<file path="src/rtl/mips_multiciclo_control.sv">
// Moore control FSM for the multi-cycle MIPS datapath: sequences fetch, decode,
// execute, memory and write-back, and counts retired instructions.
module mips_multiciclo_control #(
    parameter int INSTR_CNT_W     = 32,
    parameter bit TRAP_ON_ILLEGAL = 1'b1
) (
    input  logic                   clk,
    input  logic                   rst,
    input  logic [5:0]             Opcode,
    input  logic [5:0]             Funct,
    input  logic                   Zero,
    output logic                   PCEn,
    output logic                   IorD,
    output logic                   MemRead,
    output logic                   MemWrite,
    output logic                   IRWrite,
    output logic                   RegDst,
    output logic                   MemtoReg,
    output logic                   RegWrite,
    output logic                   ALUSrcA,
    output logic [1:0]             ALUSrcB,
    output logic [2:0]             ALUCtl,
    output logic [1:0]             PCSource,
    output logic                   Illegal,
    output logic [3:0]             State,
    output logic [INSTR_CNT_W-1:0] InstrCount
);

    typedef enum logic [3:0] {
        S_INIT     = 4'd0,
        S_FETCH    = 4'd1,
        S_DECODE   = 4'd2,
        S_MEMADR   = 4'd3,
        S_MEMRD    = 4'd4,
        S_MEMWB    = 4'd5,
        S_MEMWR    = 4'd6,
        S_RTYPE_EX = 4'd7,
        S_RTYPE_WB = 4'd8,
        S_ADDI_EX  = 4'd9,
        S_ADDI_WB  = 4'd10,
        S_BRANCH   = 4'd11,
        S_JUMP     = 4'd12,
        S_ILLEGAL  = 4'd13,
        S_UNUSED14 = 4'd14,
        S_UNUSED15 = 4'd15
    } state_t;

    localparam logic [5:0] OP_RTYPE = 6'b000000;
    localparam logic [5:0] OP_LW    = 6'b100011;
    localparam logic [5:0] OP_SW    = 6'b101011;
    localparam logic [5:0] OP_ADDI  = 6'b001000;
    localparam logic [5:0] OP_BEQ   = 6'b000100;
    localparam logic [5:0] OP_J     = 6'b000010;

    localparam logic [2:0] ALU_ADD = 3'b010;
    localparam logic [2:0] ALU_SUB = 3'b110;
    localparam logic [2:0] ALU_AND = 3'b000;
    localparam logic [2:0] ALU_OR  = 3'b001;
    localparam logic [2:0] ALU_SLT = 3'b111;

    state_t                 state_q, state_d;
    logic [INSTR_CNT_W-1:0] count_q, count_d;
    logic                   pc_write, pc_write_cond, retire;
    logic                   funct_ok;
    logic [2:0]             funct_alu;

    // Map an R-type Funct field to an ALU operation; unsupported codes flag illegal.
    always_comb begin
        funct_ok  = 1'b1;
        funct_alu = ALU_ADD;
        case (Funct)
            6'h20:   funct_alu = ALU_ADD;
            6'h22:   funct_alu = ALU_SUB;
            6'h24:   funct_alu = ALU_AND;
            6'h25:   funct_alu = ALU_OR;
            6'h2A:   funct_alu = ALU_SLT;
            default: funct_ok  = 1'b0;
        endcase
    end

    always_ff @(posedge clk or posedge rst) begin
        if (rst) begin
            state_q <= S_INIT;
            count_q <= '0;
        end else begin
            state_q <= state_d;
            count_q <= count_d;
        end
    end

    always_comb begin
        state_d       = state_q;
        retire        = 1'b0;
        pc_write      = 1'b0;
        pc_write_cond = 1'b0;
        IorD          = 1'b0;
        MemRead       = 1'b0;
        MemWrite      = 1'b0;
        IRWrite       = 1'b0;
        RegDst        = 1'b0;
        MemtoReg      = 1'b0;
        RegWrite      = 1'b0;
        ALUSrcA       = 1'b0;
        ALUSrcB       = 2'b00;
        ALUCtl        = ALU_ADD;
        PCSource      = 2'b00;
        Illegal       = 1'b0;
        case (state_q)
            S_INIT: state_d = S_FETCH;
            S_FETCH: begin
                MemRead  = 1'b1;
                IRWrite  = 1'b1;
                ALUSrcB  = 2'b01;
                pc_write = 1'b1;
                state_d  = S_DECODE;
            end
            S_DECODE: begin
                ALUSrcB = 2'b11;
                case (Opcode)
                    OP_LW, OP_SW: state_d = S_MEMADR;
                    OP_RTYPE:     state_d = S_RTYPE_EX;
                    OP_ADDI:      state_d = S_ADDI_EX;
                    OP_BEQ:       state_d = S_BRANCH;
                    OP_J:         state_d = S_JUMP;
                    default:      state_d = S_ILLEGAL;
                endcase
            end
            S_MEMADR: begin
                ALUSrcA = 1'b1;
                ALUSrcB = 2'b10;
                state_d = (Opcode == OP_LW) ? S_MEMRD : S_MEMWR;
            end
            S_MEMRD: begin
                MemRead = 1'b1;
                IorD    = 1'b1;
                state_d = S_MEMWB;
            end
            S_MEMWB: begin
                RegWrite = 1'b1;
                MemtoReg = 1'b1;
                retire   = 1'b1;
                state_d  = S_FETCH;
            end
            S_MEMWR: begin
                MemWrite = 1'b1;
                IorD     = 1'b1;
                retire   = 1'b1;
                state_d  = S_FETCH;
            end
            S_RTYPE_EX: begin
                ALUSrcA = 1'b1;
                ALUCtl  = funct_alu;
                state_d = funct_ok ? S_RTYPE_WB : S_ILLEGAL;
            end
            S_RTYPE_WB: begin
                RegWrite = 1'b1;
                RegDst   = 1'b1;
                retire   = 1'b1;
                state_d  = S_FETCH;
            end
            S_ADDI_EX: begin
                ALUSrcA = 1'b1;
                ALUSrcB = 2'b10;
                state_d = S_ADDI_WB;
            end
            S_ADDI_WB: begin
                RegWrite = 1'b1;
                retire   = 1'b1;
                state_d  = S_FETCH;
            end
            S_BRANCH: begin
                ALUSrcA       = 1'b1;
                ALUCtl        = ALU_SUB;
                PCSource      = 2'b01;
                pc_write_cond = 1'b1;
                retire        = 1'b1;
                state_d       = S_FETCH;
            end
            S_JUMP: begin
                pc_write = 1'b1;
                PCSource = 2'b10;
                retire   = 1'b1;
                state_d  = S_FETCH;
            end
            // A trapping FSM parks here until reset; otherwise the flag is a one-cycle pulse.
            S_ILLEGAL: begin
                Illegal = 1'b1;
                state_d = TRAP_ON_ILLEGAL ? S_ILLEGAL : S_FETCH;
            end
            default: state_d = S_FETCH;
        endcase
    end

    assign count_d    = retire ? count_q + INSTR_CNT_W'(1) : count_q;
    assign PCEn       = pc_write | (pc_write_cond & Zero);
    assign State      = state_q;
    assign InstrCount = count_q;

endmodule

</file>
<file path="config.mk">
export PLATFORM = sky130hd
export DESIGN_NAME = mips_multiciclo_control
export DESIGN_NICKNAME = d
export VERILOG_FILES = /design/src/rtl/mips_multiciclo_control.sv
export SDC_FILE = /design/constraint.sdc
export NUM_CORES = 1
export LEC_CHECK = 0
export BUFFER_PORTS_ARGS = -buffer_cell sky130_fd_sc_hd__buf_2
export CORE_ASPECT_RATIO = 0.6
export CORE_UTILIZATION = 46
export DETAILED_ROUTE_END_ITERATION = 6
export PLACE_DENSITY = 0.77
export SLEW_MARGIN = 40
export SYNTH_ARGS = -nofsm -noshare
export SYNTH_HDL_FRONTEND = slang
export SYNTH_SLANG_ARGS = --single-unit
</file>
<file path="constraint.sdc">
create_clock -name clk -period 1.8 [get_ports clk]
set_input_delay 0.36 -clock clk [delete_from_list [all_inputs] [get_ports clk]]
set_output_delay 0.36 -clock clk [all_outputs]
set_load 0.1 [all_outputs]
</file>
==> results.cfg, run 1 <==
[run_status]
status = stopped before the end
haltStage = 5_1_grt
error_line = [ERROR DPL-0033] detailed placement checks failed during check placement.

[synthesis]
yosysSeqAreaShare = 0.436
synth.avg_cell_area_um2 = 9.58
ys_warn_count = 0
yosysUniqueCellTypes = 43
syn-cell-area_um2 = 2070
postSynth.asyncResetShare = 1.00
synth-edff-count = 0
syn_inst = 216
ys.flop_type = dfrtp_1
syn_nets = 232
ys_ff_latch = 36

[die]
ios = 68
die_width_um = 88.6
initial_core_util = 0.491
die_h_um = 53.9
rows = 18

[cts]
cts_max_level = 2
cts_buffers = 5
cts.sinks = 36
root_buffer = clkbuf_8
cts_buffer_depth = 2

[timing]
endpoint_type = top-level output
crit_endpoint = ALUCtl[0]

[global_routing]
grt_max_degree = 37
antenna_found_initial = 0

[placement]
place_congestion = 0.849
port_buffers = 67
place_hpwl_um = 4670
## metrics by stage
stage                     area, um^2  instances  setup slack [ns]  utilization
after floorplan                 2490        216            -0.741            -
after global placement          3280        366           -0.0634        0.779
after detailed placement        3280        366            -0.133        0.779
after CTS                       3760        399            -0.233        0.892
## Yosys cell counts, types with 2 or more instances
cell type | n | area share
dfrtp_1 | 36 | 0.44
nand2_1 | 25 | 0.045
xnor2_1 | 22 | 0.093
nor2_1 | 18 | 0.033
nor3_1 | 14 | 0.034
nand3_1 | 12 | 0.029
xor2_1 | 10 | 0.042
nand4_1 | 8 | 0.024
inv_1 | 7 | 0.013
nor2b_1 | 7 | 0.021
and4_1 | 5 | 0.021
o21ai_0 | 5 | 0.012
a21oi_1 | 4 | 0.0097
and3_1 | 4 | 0.012
clkbuf_1 | 3 | 0.0054
or3_1 | 3 | 0.0091
a31o_2 | 2 | 0.0085
a31oi_1 | 2 | 0.0060
and2_1 | 2 | 0.0060
buf_6 | 2 | 0.011
nand2b_1 | 2 | 0.0060
nor4_1 | 2 | 0.0060
## cells by family after synthesis
| family | after synthesis | synth area share |
|---|---|---|
| mux | 1 | 0.00665 |
| flops | 36 | 0.436 |
| fa+ha+maj | 1 | 0.00605 |
| simple gates | 107 | 0.278 |
| buf+inv | 14 | 0.0333 |
| compound gates | 23 | 0.0841 |
| xor+xnor | 34 | 0.157 |
## repair_timing
item / in CTS
setup endpoints to repair: 27
endpoints found under the hold margin: 0
pin swaps: 13
setup buffers: 24
gates resized for setup: 40
hold buffers: 0
gates cloned: 1
==> run 2, diff against run 1 <==
- CORE_ASPECT_RATIO: 0.6 -> not set
- CORE_UTILIZATION: 46 -> 35
- PLACE_DENSITY: 0.77 -> not set
- PLACE_DENSITY_LB_ADDON: not set -> 0.15
- clock period: 1.8 -> 2.3 ns (I/O delays scaled with it)
==> results.cfg, run 2 <==
[synthesis]
synth_commonest_cells = 36 x dfrtp_1, 25 x nand2_1, 22 x xnor2_1
synth.avg_cell_area_um2 = 9.58
yosysTopAreaCellShare = 0.436
yosysSeqAreaShare = 0.436
syn_inst = 216
syn_nets = 232
yosys.area.top_type = dfrtp_1
synth_area_leaders = dfrtp_1 44%, xnor2_1 9.3%, nand2_1 4.5%
postSynth.asyncResetShare = 1.00
yosysMostFrequentCell = dfrtp_1
synth-edff-count = 0
syn-cell-area_um2 = 2070
ys_warn_count = 0
ys_ff_latch = 36
yosysUniqueCellTypes = 43
ys.flop_type = dfrtp_1

[layout]
antennaDiodeCount = 0
largest_reg_flops = 32
drive_above_1_share = 0.454
multi_input_area_um2 = 1280
regArea_um2 = 937
fillCellCount = 522
finalInstanceArea_um2 = 2990
final_nets = 308
instances_no_fill = 365
final_cell_mix = 55 x buf_2, 23 x nand2_1, 21 x xnor2_1, 17 x dfrtp_2, 15 x dfrtp_1
area_growth_pct = 44.8
layout_commonest_cell = buf_2

[timing]
finalMaxSlewViolations = 0
fin_worst_skew_ns = 0.00460
relSlewSlack = 0.654
fmax_ghz = 0.452
final_hold_viol_count = 0
timing.hold.ws_ns = 0.267
period_minus_slack_ns = 2.21
rsz0062_at_grt = false
worstMarginPinSlew_ns = 0.519
fin_tns_setup_ns = 0
fin_crit_sh = 0.963
final-setup-viol-count = 0

[die]
die_area_um2 = 6220
ios = 68
die_width_um = 78.9
rows = 27
die_h_um = 78.9
core_area_um2 = 5610
initial_core_util = 0.369

[global_routing]
grt_pass1_wl_um = 8510
overflow = 0
grt.total_usage = 0.176
antenna_found_initial = 0
grt_max_degree = 37
grt_pass1_vias = 1778

[setup_path]
reg2reg_slack_ns = 0.21
reg2reg_to = InstrCount[31]
ff2ff_path_depth = 6
critPathRequiredTime_ns = 1.84
crit_fanout = 12
arrival_ns = 1.75
worstSetupEndpointType = primary output
timing.rr.start = State[3]
cp-start-kind = flop
critPathKind = reg -> out

[power_and_ir_drop]
intPower_mw = 1.74
swShare = 0.575
p_per_area_nw_per_um2 = 1370
leakage_nw = 1.37
total_power_mw = 4.10
seq_power_share = 0.228
switching_power_mw = 2.36
vdd_drop_max_uv = 1520
clkPwrFrac = 0.103
p_comb_frac = 0.669

[cts]
cts_buffers = 5
cts_max_level = 2
cts_buffer_depth = 2
cts_tree = yes
cts.clk_slew.worst_paths_ns = 0.07
cts_hold_buf = 0
clkLatencyLatePin_ns = 0.28
root_buffer = clkbuf_8
cts.sinks = 36

[run]
cap_viol_max_count = 0

[routing]
vias_per_cell = 5.09
finalWirelength_um = 5000
vias = 1858
drtIter0Drc = 82
wl_per_cell_um = 13.7
ant_nets = 0
drc_errors = 0
drtPass1Iterations = 4

[placement]
place_area_um2 = 2870
place_congestion = 0.814
port_buffers = 67
place_hpwl_um = 3650
dp_cells = 352

[run_status]
status = complete, no violations

[hold_path]
hold_class = in -> async
run 2: cell counts after synthesis:
No cell type changed its count.
run 2: critical path, cell delays in order, from the launching register on:
cell      delay [ns]
dfrtp_4         0.57
nand2b_1        0.40
o22ai_4         0.30
buf_12          0.20
run 2: final cells by class:
cell class,count,area share
repair buffers,76,0.192
flip-flops and latches,36,0.313
clock buffers,7,0.0255
clock inverters,1,0.00167
well taps,72,0.0301
inverters,7,0.00878
multi-input cells,166,0.429
run 2: metrics by stage:
| stage | util | worst slack [ns] |
|---|---|---|
| floorplan | - | -0.341 |
| global placement | 0.511 | 0.240 |
| detailed placement | 0.511 | 0.210 |
| CTS | 0.531 | 0.0150 |
| global route | 0.534 | 0.00948 |
| finish | 0.534 | 0.0859 |
run 2: power by group through the flow:
stage / registers, mW / clock network [mW] / logic, mW
finish: 0.934 / 0.423 / 2.75
global route: 0.956 / 0.471 / 2.87
CTS: 0.949 / 0.438 / 2.72
detailed placement: 1.00 / 0 / 2.62
global placement: 0.994 / 0 / 2.62
floorplan: 1.35 / 0 / 1.88
run 2: kinds of logic after synthesis:
group | Yosys count | share of synthesized area
xor+xnor | 34 | 0.157
simple gates | 107 | 0.278
buf+inv | 14 | 0.0333
flops | 36 | 0.436
fa+ha+maj | 1 | 0.00605
mux | 1 | 0.00665
compound gates | 23 | 0.0841
run 2: timing repair:
item	4_1_cts	5_1_grt
gates cloned	0	0
setup endpoints to repair	3	5
gates resized for setup	1	2
pin swaps	0	0
buffers inserted	4	1
run 2: worst max-delay path by stage:
stage / end / from / depth (start not counted) / slack [ns]
global route: PCEn / State[1] / 3 / 0.009
CTS: RegWrite / State[3] / 3 / 0.01
global placement: InstrCount[31] / State[1] / 5 / 0.24
finish: RegWrite / State[3] / 3 / 0.09
floorplan: PCEn / State[1] / 4 / -0.34
detailed placement: InstrCount[31] / State[1] / 5 / 0.21
run 2: layer usage:
| metal | GRT usage | vias to the layer above | routed length (um) | part of all wire |
|---|---|---|---|---|
| met5 | 0 | - | 0 | 0 |
| met3 | 0.0391 | 7 | 208 | 0.042 |
| li1 | - | 907 | - | - |
| met1 | 0.231 | 891 | 2310 | 0.46 |
| met4 | 0.0600 | 0 | 72 | 0.014 |
| met2 | 0.285 | 53 | 2410 | 0.48 |
Power figures use the tool's default switching activity.
==> run 3, diff against run 2 <==
- CAP_MARGIN: not set -> 20
- CORE_MARGIN: not set -> 2
- RECOVER_POWER: not set -> 100
==> results.cfg, run 3 (synthesis results as in run 2) <==
[setup_path]
crit_chain = buf_4 > nand2b_2 > o22ai_4 > buf_8
worstSetupEndpointType = primary output
crit_fanout = 12
path_buf_inv = 2
arrival_ns = 1.77
cp-start-kind = flop
cpPeakStageDelay_ns = 0.58
crit_path_top_delay_cell = dfrtp_4
critPathKind = reg -> out
critPathRequiredTime_ns = 1.84
ff2ff_path_depth = 6
cp_top_family = flip-flops
cp.depth = 4

[timing]
timing.hold.ws_ns = 0.409
worstMarginPinSlew_ns = 1.18
period_minus_slack_ns = 2.23
final-setup-viol-count = 0
rsz0062_at_grt = false
finalMaxSlewViolations = 0
setup_slack_ns = 0.0653
final_hold_viol_count = 0
fmax_ghz = 0.447
fin_tns_setup_ns = 0
fin_crit_sh = 0.972
fin_worst_skew_ns = 0.00147
relSlewSlack = 0.217

[cts]
root_buffer = clkbuf_8
cts.sinks = 36
clkLatencyLatePin_ns = 0.29
cts_hold_buf = 0
cts_buffer_depth = 2
cts.clk_slew.worst_paths_ns = 0.07
cts_tree = yes
cts_buffers = 5
cts_max_level = 2

[layout]
antennaDiodeCount = 0
final_cell_mix = 24 x clkbuf_1, 23 x nand2_1, 22 x clkbuf_2, 21 x xnor2_1, 17 x dfrtp_2
largest_reg_flops = 32
area_growth_pct = 39.3
drive_above_1_share = 0.362
instances_no_fill = 365
finalInstanceArea_um2 = 2880
final_nets = 308
fillCellCount = 568
layout_commonest_cell = clkbuf_1
final_util = 0.514

[power_and_ir_drop]
p_per_area_nw_per_um2 = 1390
vdd_drop_max_uv = 1350
leakage_nw = 1.24
total_power_mw = 4.01

[die]
core_area_um2 = 5610
die_h_um = 80.9
rows = 27
die_width_um = 80.9
die_area_um2 = 6540
initial_core_util = 0.369
ios = 68

[routing]
drtIter0Drc = 61
wl_per_cell_um = 14.3
vias = 1875
ant_nets = 0
drtPass1Iterations = 4
vias_per_cell = 5.14
drc_errors = 0
finalWirelength_um = 5240

[global_routing]
grt_pass1_vias = 1774
grt_pass1_wl_um = 8450
grt_max_degree = 37
overflow = 0
grt.total_usage = 0.167
antenna_found_initial = 0

[placement]
place_congestion = 0.796
place_hpwl_um = 3830
place_ws_ns = 0.275
port_buffers = 67
dp_cells = 353
place_area_um2 = 2870

[run]
cap_viol_max_count = 0

[run_status]
status = complete, no violations

[hold_path]
hold_class = in -> reg
holdPathStages = 2
-- run 3: timing repair --
item                                    4_1_cts  5_1_grt
pin swaps                                     0        0
setup buffers                                 3        1
gates resized for setup                       2        2
cloned                                        0        0
endpoints found under the setup margin        5        4
-- run 3: area by class of cell --
| cell class | instances | area [um^2] | share of cell area |
|---|---|---|---|
| multi-input cells | 166 | 1240 | 0.432 |
| flip-flops and latches | 36 | 937 | 0.325 |
| repair buffers | 76 | 489 | 0.170 |
| well taps | 72 | 90.1 | 0.0313 |
| clock buffers | 7 | 86.3 | 0.0300 |
| inverters | 7 | 26.3 | 0.00912 |
| clock inverters | 1 | 7.51 | 0.00261 |
-- run 3: final timing paths --
check,slack [ns],start,end
max reg2reg,0.08,State[3],InstrCount[31]
min in group asynchronous,0.42,rst,State[0]
min,0.41,Opcode[4],State[1]
min reg2reg,0.49,InstrCount[9],InstrCount[9]
max,0.07,State[1],RegWrite
max in group asynchronous,1.23,rst,State[3]
-- run 3: per-layer routing --
layer	track usage	vias to the layer above	wire, um
li1	-	912	-
met1	0.231	884	2480
met2	0.261	68	2400
met3	0.0344	11	273
met4	0.0559	0	81
met5	0	-	0
-- run 3: where the power goes --
group / switching, mW / total [mW] / internal, mW
clock: 0.222 / 0.466 / 0.243
combinational: 1.93 / 2.61 / 0.678
sequential: 0.191 / 0.927 / 0.737
total: 2.35 / 4.01 / 1.66
==> run 4, diff against run 3 <==
- BUFFER_PORTS_ARGS: -buffer_cell sky130_fd_sc_hd__buf_2 -> not set
- CORE_UTILIZATION: 35 -> 40
- DONT_BUFFER_PORTS: not set -> 1
- SKIP_CTS_REPAIR_TIMING: not set -> 1
==> results.cfg, run 4 (synthesis results as in run 2) <==
[routing]
vias_per_cell = 5.37
finalWirelength_um = 5510
drtPass1Iterations = 4
vias = 1859
drc_errors = 0
drtIter0Drc = 72
wl_per_cell_um = 15.9
ant_nets = 0

[setup_path]
path_buf_inv = 2
reg2reg_slack_ns = 0.13
cp_top_family = simple AND/OR/NAND/NOR gates
critPathKind = reg -> out
reg2reg_to = InstrCount[31]
cpPeakStageDelay_ns = 0.52
crit_chain = buf_4 > nand2b_2 > nor2_1 > buf_12
crit_start = State[1]
crit_path_top_delay_cell = dfrtp_4
worstSetupEndpointType = primary output
ff2ff_path_depth = 5
cp-start-kind = flop
crit_fanout = 18
critPathRequiredTime_ns = 1.84
arrival_ns = 1.77
timing.rr.start = State[3]

[run]
cap_viol_max_count = 0

[cts]
cts_buffer_depth = 2
cts_tree = yes
cts_buffers = 5
root_buffer = clkbuf_8
cts.sinks = 36
cts_max_level = 2
cts.clk_slew.worst_paths_ns = 0.07
clkLatencyLatePin_ns = 0.29

[timing]
fmax_ghz = 0.449
worstMarginPinSlew_ns = 1.25
final-setup-viol-count = 0
timing.hold.ws_ns = 0.0911
finalMaxSlewViolations = 0
final_hold_viol_count = 0
fin_worst_skew_ns = 0.00670
setup_slack_ns = 0.0716
fin_crit_sh = 0.969
relSlewSlack = 0.165
rsz0062_at_grt = false
period_minus_slack_ns = 2.23

[layout]
largest_reg_flops = 32
antennaDiodeCount = 0
area_growth_pct = 36.3
final_nets = 291
final_cell_mix = 33 x clkbuf_2, 23 x nand2_1, 21 x xnor2_1, 17 x dfrtp_2, 15 x dfrtp_1
drive_above_1_share = 0.402
layout_commonest_cell = clkbuf_2

[power_and_ir_drop]
total_power_mw = 4.06
p_per_area_nw_per_um2 = 1440
vdd_drop_max_uv = 1250
leakage_nw = 1.22

[global_routing]
grt_pass1_wl_um = 9290
grt_pass1_vias = 1918
grt_max_degree = 24
overflow = 0
antenna_found_initial = 0
grt.total_usage = 0.198

[die]
die_width_um = 75.9
rows = 26
die_h_um = 75.9
core_area_um2 = 5040
die_area_um2 = 5760
ios = 68
initial_core_util = 0.410

[placement]
place_ws_ns = 0.289
port_buffers = 0
place_hpwl_um = 4300
place_congestion = 0.805

[hold_path]
hold_class = in -> async

[run_status]
status = complete, no violations
run 4: changes by cell type in the layout (fill, tap and decap cells not counted), moves of 2 or more:
| cell | delta |
|---|---|
| buf_2 | -12 |
| buf_6 | +4 |
| buf_8 | -2 |
| clkbuf_1 | -20 |
| clkbuf_2 | +11 |
| clkbuf_4 | +2 |
run 4: worst reg2reg max path, cell delays in order, from the launching register on:
cell and delay (ns):
dfrtp_4 0.59, nand4b_1 0.21, a2bb2oi_1 0.22, or2_2 0.36, or4_4 0.53, xnor2_2 0.14
run 4: layer usage:
metal  global-route usage  part of all wire
met5                    0                 0
met4               0.0673             0.022
met3               0.0571             0.069
met2                0.346              0.52
met1                0.233              0.39
run 4: cell type report:
type,count,area [um^2]
fill,466,2220
inverter,7,26.3
sequential,36,937
tap,70,87.6
clock buffer,5,68.8
clock inverter,3,42.5
timing repair buffer,59,423
multi-input combinational,166,1230
run 4: worst max path at each step:
stage / endpoint / cells after the start
final: Illegal / 4
after global routing: Illegal / 4
after global placement: InstrCount[31] / 5
after floorplan: PCEn / 4
after CTS: ALUCtl[2] / 5
after detailed placement: InstrCount[31] / 5
run 4: through the flow:
step | util | instance area, um^2 | setup TNS (ns) | std cells
2_1_floorplan | - | 2360 | -0.862 | 216
3_3_place_gp | 0.585 | 2950 | 0 | 338
3_5_place_dp | 0.585 | 2950 | 0 | 338
4_1_cts | 0.607 | 3060 | -0.00131 | 346
5_1_grt | 0.559 | 2820 | 0 | 346
6_report | 0.559 | 2820 | 0 | 346
run 4: report_power, final:
group | switching (mW) | internal (mW)
combinational | 1.98 | 0.652
sequential | 0.134 | 0.736
clock | 0.232 | 0.321
total | 2.35 | 1.71
